## config.mk

```make
export PLATFORM = sky130hd
export DESIGN_NAME = jtag_cmd_chain
export DESIGN_NICKNAME = d
export VERILOG_FILES = /design/src/rtl/jtag_cmd_chain.sv
export SDC_FILE = /design/constraint.sdc
export NUM_CORES = 1
export LEC_CHECK = 0
export BUFFER_PORTS_ARGS = -buffer_cell sky130_fd_sc_hd__clkbuf_2
export CAP_MARGIN = 20
export CORE_ASPECT_RATIO = 0.8
export CORE_UTILIZATION = 50
export DETAILED_ROUTE_END_ITERATION = 10
export PLACE_DENSITY = 0.74
export SLEW_MARGIN = 20
export SYNTH_ARGS = -nofsm -noshare
export SYNTH_HDL_FRONTEND = slang
export SYNTH_SLANG_ARGS = --single-unit
```

## constraint.sdc

```tcl
create_clock -name JTCK -period 6.36 [get_ports JTCK]
set_input_delay 0.318 -clock JTCK [delete_from_list [all_inputs] [get_ports JTCK]]
set_output_delay 0.318 -clock JTCK [all_outputs]
set_load 0.005 [all_outputs]
```

## src/rtl/jtag_cmd_chain.sv

```systemverilog
// JTAG user-chain to bus-command bridge with a read-return FIFO and sticky status.
// Optional macro JTAG_CHAIN_AUTOINC_EN: advance the address after every command handshake.
module jtag_cmd_chain #(
    parameter int DATA_W    = 32,
    parameter int BUF_DEPTH = 8,
    parameter int BURST_W   = 8
) (
    input  logic                  JTCK,
    input  logic                  JRSTN,
    input  logic                  JTDI,
    input  logic                  JSHIFT,
    input  logic                  JUPDATE,
    input  logic                  JCE,
    input  logic                  JRTI,
    output logic                  JTDO,
    output logic                  cmd_valid,
    input  logic                  cmd_ready,
    output logic                  cmd_write,
    output logic [DATA_W-1:0]     cmd_addr,
    output logic [DATA_W/8-1:0]   cmd_be,
    output logic [BURST_W-1:0]    cmd_burst,
    output logic [DATA_W-1:0]     cmd_wdata,
    input  logic                  rd_valid,
    input  logic [DATA_W-1:0]     rd_data
);

    localparam int SR_W = 4 + DATA_W;
    localparam int PW   = $clog2(BUF_DEPTH);
    localparam int BE_W = DATA_W / 8;

    typedef enum logic [3:0] {
        OP_ADDR   = 4'h1,
        OP_BE     = 4'h2,
        OP_BURST  = 4'h3,
        OP_WRITE  = 4'h4,
        OP_STATUS = 4'h8,
        OP_READ   = 4'h9,
        OP_POP    = 4'hA,
        OP_CLEAR  = 4'hF
    } opcode_e;

    logic [SR_W-1:0]    sr;
    logic [DATA_W-1:0]  cap_reg;
    logic [DATA_W-1:0]  addr_reg;
    logic [BE_W-1:0]    be_reg;
    logic [BURST_W-1:0] burst_reg;

    logic [DATA_W-1:0]  lat_addr;
    logic [BE_W-1:0]    lat_be;
    logic [BURST_W-1:0] lat_burst;
    logic [BURST_W-1:0] rd_left;

    logic [DATA_W-1:0]  mem [BUF_DEPTH];
    logic [PW-1:0]      wr_ptr;
    logic [PW-1:0]      rd_ptr;
    logic [PW:0]        count;
    logic               overflow;
    logic               underflow;
    logic               drop;

    opcode_e            op;
    logic [DATA_W-1:0]  payload;
    logic [BURST_W-1:0] eff_burst;
    logic [BURST_W-1:0] lat_eff_burst;
    logic               busy;
    logic               buf_empty;
    logic               buf_full;
    logic               handshake;
    logic               issue_req;
    logic               issue;
    logic               drop_evt;
    logic               push;
    logic               pop;
    logic               flush;
    logic               mem_we;
    logic [DATA_W-1:0]  status;

    assign op        = opcode_e'(sr[3:0]);
    assign payload   = sr[SR_W-1:4];
    assign JTDO      = sr[0];

    assign eff_burst     = (burst_reg == '0) ? BURST_W'(1) : burst_reg;
    assign lat_eff_burst = (lat_burst == '0) ? BURST_W'(1) : lat_burst;

    assign busy      = cmd_valid || (rd_left != '0);
    assign buf_empty = (count == '0);
    assign buf_full  = (count == (PW+1)'(BUF_DEPTH));
    assign handshake = cmd_valid && cmd_ready;

    assign issue_req = JUPDATE && JRTI && (op == OP_WRITE || op == OP_READ);
    assign issue     = issue_req && !busy;
    assign drop_evt  = issue_req && busy;
    assign push      = rd_valid;
    assign pop       = JUPDATE && (op == OP_POP);
    assign flush     = JUPDATE && (op == OP_CLEAR);

    // A pop in the same cycle frees a slot, so a full buffer still accepts that push.
    assign mem_we = push && !flush && (pop ? !buf_empty : !buf_full);

    assign status = DATA_W'({8'(count), 2'b00, overflow, underflow, drop,
                             buf_empty, buf_full, busy});

    // While a command is outstanding the latched copy is presented, so later
    // configuration updates cannot disturb a command mid-handshake.
    assign cmd_addr  = cmd_valid ? lat_addr  : addr_reg;
    assign cmd_be    = cmd_valid ? lat_be    : be_reg;
    assign cmd_burst = cmd_valid ? lat_burst : burst_reg;

    always_ff @(posedge JTCK) begin
        if (!JRSTN) begin
            sr <= '0;
        end else if (JCE) begin
            sr <= JSHIFT ? {JTDI, sr[SR_W-1:1]} : {cap_reg, 4'h0};
        end
    end

    always_ff @(posedge JTCK) begin
        if (!JRSTN) begin
            addr_reg  <= '0;
            be_reg    <= '1;
            burst_reg <= '0;
        end else begin
            if (JUPDATE && op == OP_ADDR) begin
                addr_reg <= payload;
`ifdef JTAG_CHAIN_AUTOINC_EN
            end else if (handshake) begin
                addr_reg <= addr_reg + DATA_W'(lat_eff_burst) * DATA_W'(BE_W);
`endif
            end
            if (JUPDATE && op == OP_BE) begin
                be_reg <= payload[BE_W-1:0];
            end
            if (JUPDATE && op == OP_BURST) begin
                burst_reg <= (payload[BURST_W-1:0] == '0) ? BURST_W'(1) : payload[BURST_W-1:0];
            end
        end
    end

    always_ff @(posedge JTCK) begin
        if (!JRSTN) begin
            cmd_valid <= 1'b0;
            cmd_write <= 1'b0;
            cmd_wdata <= '0;
            lat_addr  <= '0;
            lat_be    <= '1;
            lat_burst <= '0;
            rd_left   <= '0;
        end else if (issue) begin
            cmd_valid <= 1'b1;
            cmd_write <= (op == OP_WRITE);
            lat_addr  <= addr_reg;
            lat_be    <= be_reg;
            lat_burst <= burst_reg;
            rd_left   <= (op == OP_READ) ? eff_burst : '0;
            if (op == OP_WRITE) begin
                cmd_wdata <= payload;
            end
        end else begin
            if (handshake) begin
                cmd_valid <= 1'b0;
            end
            // Discarded overflow words still count toward burst completion.
            if (rd_valid && rd_left != '0) begin
                rd_left <= rd_left - 1'b1;
            end
        end
    end

    // NOTE: the buffer storage has no reset; the pointers and count define
    // which entries are meaningful, so clearing the array would only add logic.
    always_ff @(posedge JTCK) begin
        if (JRSTN && mem_we) begin
            mem[wr_ptr] <= rd_data;
        end
    end

    always_ff @(posedge JTCK) begin
        if (!JRSTN) begin
            cap_reg   <= '0;
            wr_ptr    <= '0;
            rd_ptr    <= '0;
            count     <= '0;
            overflow  <= 1'b0;
            underflow <= 1'b0;
            drop      <= 1'b0;
        end else begin
            if (drop_evt) begin
                drop <= 1'b1;
            end
            if (flush) begin
                wr_ptr    <= '0;
                rd_ptr    <= '0;
                count     <= '0;
                overflow  <= 1'b0;
                underflow <= 1'b0;
                drop      <= 1'b0;
            end else begin
                case ({push, pop})
                    2'b10: begin
                        if (buf_full) begin
                            overflow <= 1'b1;
                        end else begin
                            wr_ptr <= wr_ptr + 1'b1;
                            count  <= count + 1'b1;
                        end
                    end
                    2'b01: begin
                        if (buf_empty) begin
                            underflow <= 1'b1;
                            cap_reg   <= '0;
                        end else begin
                            cap_reg <= mem[rd_ptr];
                            rd_ptr  <= rd_ptr + 1'b1;
                            count   <= count - 1'b1;
                        end
                    end
                    2'b11: begin
                        // Empty buffer: the arriving word bypasses storage straight to the pop.
                        if (buf_empty) begin
                            cap_reg <= rd_data;
                        end else begin
                            cap_reg <= mem[rd_ptr];
                            rd_ptr  <= rd_ptr + 1'b1;
                            wr_ptr  <= wr_ptr + 1'b1;
                        end
                    end
                    default: ;
                endcase
            end
            if (JUPDATE && op == OP_STATUS) begin
                cap_reg <= status;
            end
        end
    end

endmodule

```

==> run_results.csv, run 1 <==
group,metric,value,unit
critical_path,cp-end-kind,"register",
drt,drt_iter0_drc,1181,
sta,min_period_over_period,59.5,%
clock_network,cts-buffers-inserted,45,
clock_network,cts_sinks,470,
hold_path,min_path_type,"in2reg",
final_layout,nFillCells,2921,
critical_path,r2r_end,"mem[2][17]",
drt,post-route-drc-count,0,
synth,syn_inst,1492,
synth,synthFlopType,"edfxtp_1",
floorplan,dieArea,38300,um2
sta,worst_pin_slew,1.08,ns
final_layout,largest_registers,"mem: 256 flops, sr: 36 flops",
global_route,grt_antenna_before_repair,1,
global_route,track_usage,22.0,%
drt,ant_nets,0,
sta,finalClockSkew,0.0266,ns
critical_path,critical_path_arrival,4.00,ns
synth,avgSynthCellArea,12.6,um2
synth,synth_fp_nets,1537,
power_and_ir_drop,peakVddDrop,0.238,mV
sta,finalCriticalPeriod,3.78,ns
placement,dp_cells,2005,
synth,synthArstFlopShare,0,%
clock_network,cts-resized-gates,0,
critical_path,r2r_slack,2.58,ns
synth,ys_types,62,
synth,synth_seq_cells,470,
critical_path,worstRegToRegCells,7,
clock_network,htreeDepth,2,
sta,setup_viol,0,
synth,syn_area,18800,um2
final_layout,finalNetCount,1613,
power_and_ir_drop,power_density,297,nW/um2
critical_path,crit_path_max_fanout,41,
synth,synth.yosys.seq_area_share,63.8,%
clock_network,clk_path_buf_depth,3,
sta,finalHoldViolCount,0,
sta,rsz0062_at_grt,"false",
sta,max_freq,264,MHz
clock_network,postCtsSetupBuffers,0,
final_layout,top_register,"mem",
final_layout,areaGrowthSynthToFinish,12.3,%
power_and_ir_drop,power_leakage,7.00,nW
power_and_ir_drop,p_total,0.00624,W
sta,relSlewSlack,27.9,%
global_route,grt_pass1_vias,11900,
critical_path,reg2reg_from,"sr[3]",
global_route,grt_max_degree,106,
final_layout,fin_cells,2087,
drt,first_pass_iters,5,
floorplan,rows,63,
hold_path,whs_path_depth,1,
drt,finalWirelength,41600,um
final_layout,largest_register_ffs,256,
global_route,grt_pass1_wl,66100,um
clock_network,cts_tree,"yes",
drt,post_drt_wl_per_cell,19.9,um
placement,port_buffers,119,
drt,routed_via_density,5.82,
synth,yosys_warnings,0,
floorplan,core-area,37000,um2
hold_path,holdPathEnd,"mem[0][28]",
clock_network,clkTransAtPathRegs,0.06,ns
global_route,grt-ovfl-total,0,
placement,dp.final_hpwl,26100,um
critical_path,required,6.57,ns
drt,via_count,12200,
clock_network,ctsHoldBuffers,1,
floorplan,start_util,50.7,%
run_status,status,"complete, no violations",
hold_path,min-delay-start,"rd_data[28]",
critical_path,crit_type,"reg2reg",
clock_network,cts-root-buf,"clkbuf_16",
placement,gp_congestion,0.875,
floorplan,die_h,175,um
floorplan,io-pin-count,120,
sta,slew_viol_final,0,
sta,tns,0,ns
final_layout,drive_above_1_share,19.4,%
synth,synth_edf_count,256,
floorplan,die_w,219,um
critical_path,start_kind,"register",
run,maxCapViolCount,0,
clock_network,clk_latency,0.57,ns
-- layer usage --
metal / vias up / GRT usage [%] / wire (um)
li1: 5669 / - / -
met1: 6034 / 30.6 / 18000
met2: 374 / 35.0 / 20000
met3: 76 / 3.74 / 2430
met4: 0 / 7.11 / 1090
met5: - / 0 / 0
-- cells in the mapped netlist, types with 3 or more instances --
master | n | area [um2]
edfxtp_1 | 256 | 7690
nand2_1 | 239 | 897
dfxtp_1 | 214 | 4280
a21oi_1 | 135 | 676
mux2i_1 | 111 | 1110
nor2_1 | 82 | 308
clkbuf_1 | 65 | 244
a211oi_1 | 51 | 383
mux2_2 | 44 | 495
mux4_2 | 40 | 901
buf_2 | 27 | 135
a22oi_1 | 26 | 195
nand3_1 | 23 | 115
o22ai_1 | 19 | 119
o21ai_0 | 17 | 85.1
a32oi_1 | 12 | 105
and3_1 | 12 | 75.1
buf_1 | 10 | 37.5
nor3_1 | 10 | 50.1
buf_6 | 9 | 101
nand2b_1 | 7 | 43.8
a221oi_1 | 6 | 52.6
inv_1 | 6 | 22.5
nor2b_1 | 5 | 31.3
a31oi_1 | 4 | 25.0
and2_1 | 4 | 25.0
ha_1 | 4 | 50.1
nor4_1 | 4 | 25.0
xor2_1 | 4 | 35.0
nand4_1 | 3 | 18.8
o211ai_1 | 3 | 22.5
xnor2_1 | 3 | 26.3
-- worst max path at each step --
stage,depth (start not counted),startpoint,to
after global placement,7,sr[3],mem[2][13]
after CTS,6,sr[3],mem[6][2]
after floorplan,7,sr[2],mem[0][0]
after global routing,7,sr[3],mem[2][17]
final,7,sr[3],mem[2][17]
after detailed placement,7,sr[3],mem[2][17]
-- through the flow --
stage | worst slack [ns] | utilization (%) | hold slack (ns) | instance area, um2
6_report | 2.58 | 56.9 | 0.0359 | 21000
5_1_grt | 2.27 | 56.9 | 0.0411 | 21000
4_1_cts | 2.61 | 56.8 | 0.0278 | 21000
3_5_place_dp | 2.62 | 53.1 | 0.446 | 19600
3_3_place_gp | 2.83 | 53.1 | 0.439 | 19600
2_1_floorplan | 1.50 | - | 0.417 | 18800
-- area by class of cell --
type	count	area (um2)	share of cell area, %
clock inverter	9	68.8	0.327
inverter	6	25.0	0.119
antenna	1	2.50	0.0119
clock buffer	69	1290	6.11
multi-input combinational	902	6270	29.8
timing repair buffer	143	811	3.85
sequential	470	12000	56.9
tap	487	609	2.89
-- kinds of logic after synthesis --
logic type	count (synthesis)	share of synthesized area, %
buffers and inverters	120	3.00
and+or+nand+nor	409	9.52
muxes	195	13.4
xor gates and xnor gates	7	0.327
adders and majority gates	4	0.267
AOI/OAI and AO/OA	287	9.67
DFF	470	63.8
-- critical path, cell delays in order, from the launching register on --
cell and delay [ns]:
dfxtp_1 0.50, nand4bb_1 0.62, nor2_2 0.25, buf_4 0.38
o211a_1 0.31, nand2_1 0.17, nor3_2 0.71, buf_4 0.46
-- cells in the final DEF (no fill, tap or decap), types with 44 or more instances in the layout --
cell type,instances
nand2_1,239
a21oi_1,135
edfxtp_1,256
nor2_1,78
clkbuf_16,45
a211oi_1,51
mux2_2,44
dfxtp_1,211
clkbuf_2,118
mux2i_1,111
-- where the power goes --
group          switching (W)  internal (W)
combinational       0.000266      0.000150
sequential         0.0000678       0.00326
clock                0.00110       0.00140
Note: power is estimated with default switching activity, not from simulation.
==> inputs of run 2 (changes only) <==
--- a/config.mk
+++ b/config.mk
@@ -10,7 +10,7 @@
 export CORE_ASPECT_RATIO = 0.8
 export CORE_UTILIZATION = 50
 export DETAILED_ROUTE_END_ITERATION = 10
-export PLACE_DENSITY = 0.74
+export PLACE_DENSITY = 0.76
 export SLEW_MARGIN = 20
 export SYNTH_ARGS = -nofsm -noshare
 export SYNTH_HDL_FRONTEND = slang
==> constraint.sdc (replaced) <==
create_clock -name JTCK -period 3.05 [get_ports JTCK]
set_input_delay 0.1525 -clock JTCK [delete_from_list [all_inputs] [get_ports JTCK]]
set_output_delay 0.1525 -clock JTCK [all_outputs]
set_load 0.005 [all_outputs]
==> run 2 against run 1 <==
  * Core utilization rose by 1.6 points
  * Clock power increased by 110%
  * Clock skew down 0.0043 ns
  * Worst hold slack better by 0.013 ns
  * Register-to-register slack got worse by 2.1 ns
  * Worst setup slack lost 2.1 ns
  * Global-route usage rose by 0.24 points
  * Critical path type unchanged
==> run_results.csv, run 2 (same netlist as run 1, synthesis figures left out) <==
group,metric,value,unit
global_route,grt_antenna_before_repair,1,
sta,finalHoldViolCount,0,
final_layout,final_util,58.5,%
global_route,track_usage,22.2,%
sta,rsz0062_at_grt,"false",
critical_path,crit_path_max_fanout,41,
sta,slew_viol_final,0,
clock_network,htreeDepth,2,
power_and_ir_drop,power_leakage,7.26,nW
placement,port_buffers,119,
drt,post_drt_wl_per_cell,19.7,um
global_route,grt_max_degree,87,
floorplan,die_w,219,um
floorplan,core-area,37000,um2
drt,routed_via_density,5.79,
drt,post-route-drc-count,0,
drt,drt_iter0_drc,1190,
final_layout,largest_register_ffs,256,
critical_path,start_kind,"register",
sta,relSlewSlack,30.9,%
clock_network,postCtsSetupBuffers,0,
final_layout,nFillCells,2911,
sta,finalCriticalPeriod,2.57,ns
final_layout,top_register,"mem",
final_layout,areaGrowthSynthToFinish,15.4,%
floorplan,rows,63,
sta,min_period_over_period,84.3,%
final_layout,finalNetCount,1664,
global_route,grt_pass1_wl,66600,um
drt,via_count,12400,
clock_network,clkTransAtPathRegs,0.07,ns
hold_path,min_path_type,"in2reg",
floorplan,io-pin-count,120,
critical_path,crit_type,"reg2reg",
drt,ant_nets,0,
drt,wl_met2,20400,um
critical_path,crit_chain,"inv_1 > ha_1 > or4b_1 > nor2b_1 > nand2_1 > buf_12 > a21oi_1 > nor2_1",
sta,max_freq,389,MHz
clock_network,cts_tree,"yes",
critical_path,r2r_slack,0.48,ns
sta,holdWs,0.0484,ns
floorplan,start_util,50.7,%
clock_network,cts-buffers-inserted,43,
sta,worst_pin_slew,1.04,ns
drt,first_pass_iters,7,
placement,dp.final_hpwl,26200,um
clock_network,cts-root-buf,"clkbuf_16",
drt,finalWirelength,42200,um
global_route,grt_pass1_vias,12100,
critical_path,cp-end-kind,"register",
sta,finalClockSkew,0.0224,ns
placement,gp_congestion,0.851,
critical_path,required,3.47,ns
floorplan,die_h,175,um
critical_path,path_buf_inv,2,
power_and_ir_drop,power_density,607,nW/um2
global_route,grt-ovfl-total,0,
final_layout,largest_registers,"mem: 256 flops, sr: 36 flops",
clock_network,clk_path_buf_depth,3,
power_and_ir_drop,peakVddDrop,0.527,mV
run_status,status,"complete, no violations",
drt,highest-signal-layer,"met4",
clock_network,cts_sinks,470,
critical_path,critical_path_arrival,2.99,ns
critical_path,crit_path_top_delay_cell,"or4b_1",
final_layout,final_common_cell,"edfxtp_1",
drt,wl_met1,18100,um
final_layout,mostFrequentLayoutCells,"edfxtp_1 (256), nand2_1 (239), dfxtp_1 (211), a21oi_1 (135), clkbuf_2 (118)",
critical_path,crit_family,"simple AND/OR/NAND/NOR gates",
final_layout,drive_above_1_share,20.1,%
drt,routed-wl-met3,2620,um
clock_network,clk_latency,0.56,ns
sta,setup_viol,0,
critical_path,critPathMaxStageDelay,0.61,ns
run,maxCapViolCount,0,
floorplan,dieArea,38300,um2
[run 2: cell count changes in the layout (fill, tap and decap cells not counted), sizes merged]
cell         change
inv              -5
clkinvlp         +4
clkbuf          -17
clkinv          +15
bufinv           +4
buf             +20
dlygate4sd3     +33
[run 2: what timing repair did]
action	CTS	global route
gates resized for setup	0	0
hold endpoints to repair	258	0
hold buffers	34	0
[run 2: routing by layer]
layer  track usage [%]  up-vias
li1                  -     5776
met1              31.0     6100
met2              35.7      431
met3              3.38       89
met4              6.91        0
met5                 0        -
[run 2: metrics by stage]
step           cell area, um2  setup TNS (ns)  std cells  total power, W  setup slack [ns]
2_1_floorplan           18800         -107.80       1492         0.00767            -0.972
3_3_place_gp            19900               0       2026         0.00790             0.512
3_5_place_dp            19900               0       2026         0.00793             0.423
4_1_cts                 21600               0       2139          0.0132             0.419
5_1_grt                 21600               0       2141          0.0135             0.300
6_report                21600               0       2141          0.0131             0.479
[run 2: final timing paths]
path,cells past startpoint,start,to
max,8,rd_left[0],cmd_write
min,3,JRSTN,be_reg[1]
max reg2reg,8,rd_left[0],cmd_write
min reg2reg,2,lat_addr[28],lat_addr[28]
[run 2: power by group]
part	switching (W)	leakage (nW)	total [W]	internal (W)
clock network	0.00227	0.668	0.00527	0.00301
registers	0.000140	4.05	0.00693	0.00679
logic	0.000561	2.54	0.000917	0.000356
[run 2: cell type report]
| cell class | count | area (um2) | share of cell area, % |
|---|---|---|---|
| Sequential cell | 470 | 12000 | 55.4 |
| Inverter | 6 | 25.0 | 0.116 |
| Tap cell | 487 | 609 | 2.82 |
| Clock buffer | 52 | 1140 | 5.27 |
| Timing Repair Buffer | 196 | 1350 | 6.22 |
| Clock inverter | 27 | 245 | 1.13 |
| Antenna cell | 1 | 2.50 | 0.0116 |
| Multi-Input combinational cell | 902 | 6280 | 29.1 |
[run 2: worst reg2reg max path, cell delays in order (launching register included)]
cell     delay [ns]
dfxtp_1        0.35
inv_1          0.07
ha_1           0.22
or4b_1         0.61
nor2b_1        0.32
nand2_1        0.35
buf_12         0.30
a21oi_1        0.18
nor2_1         0.05
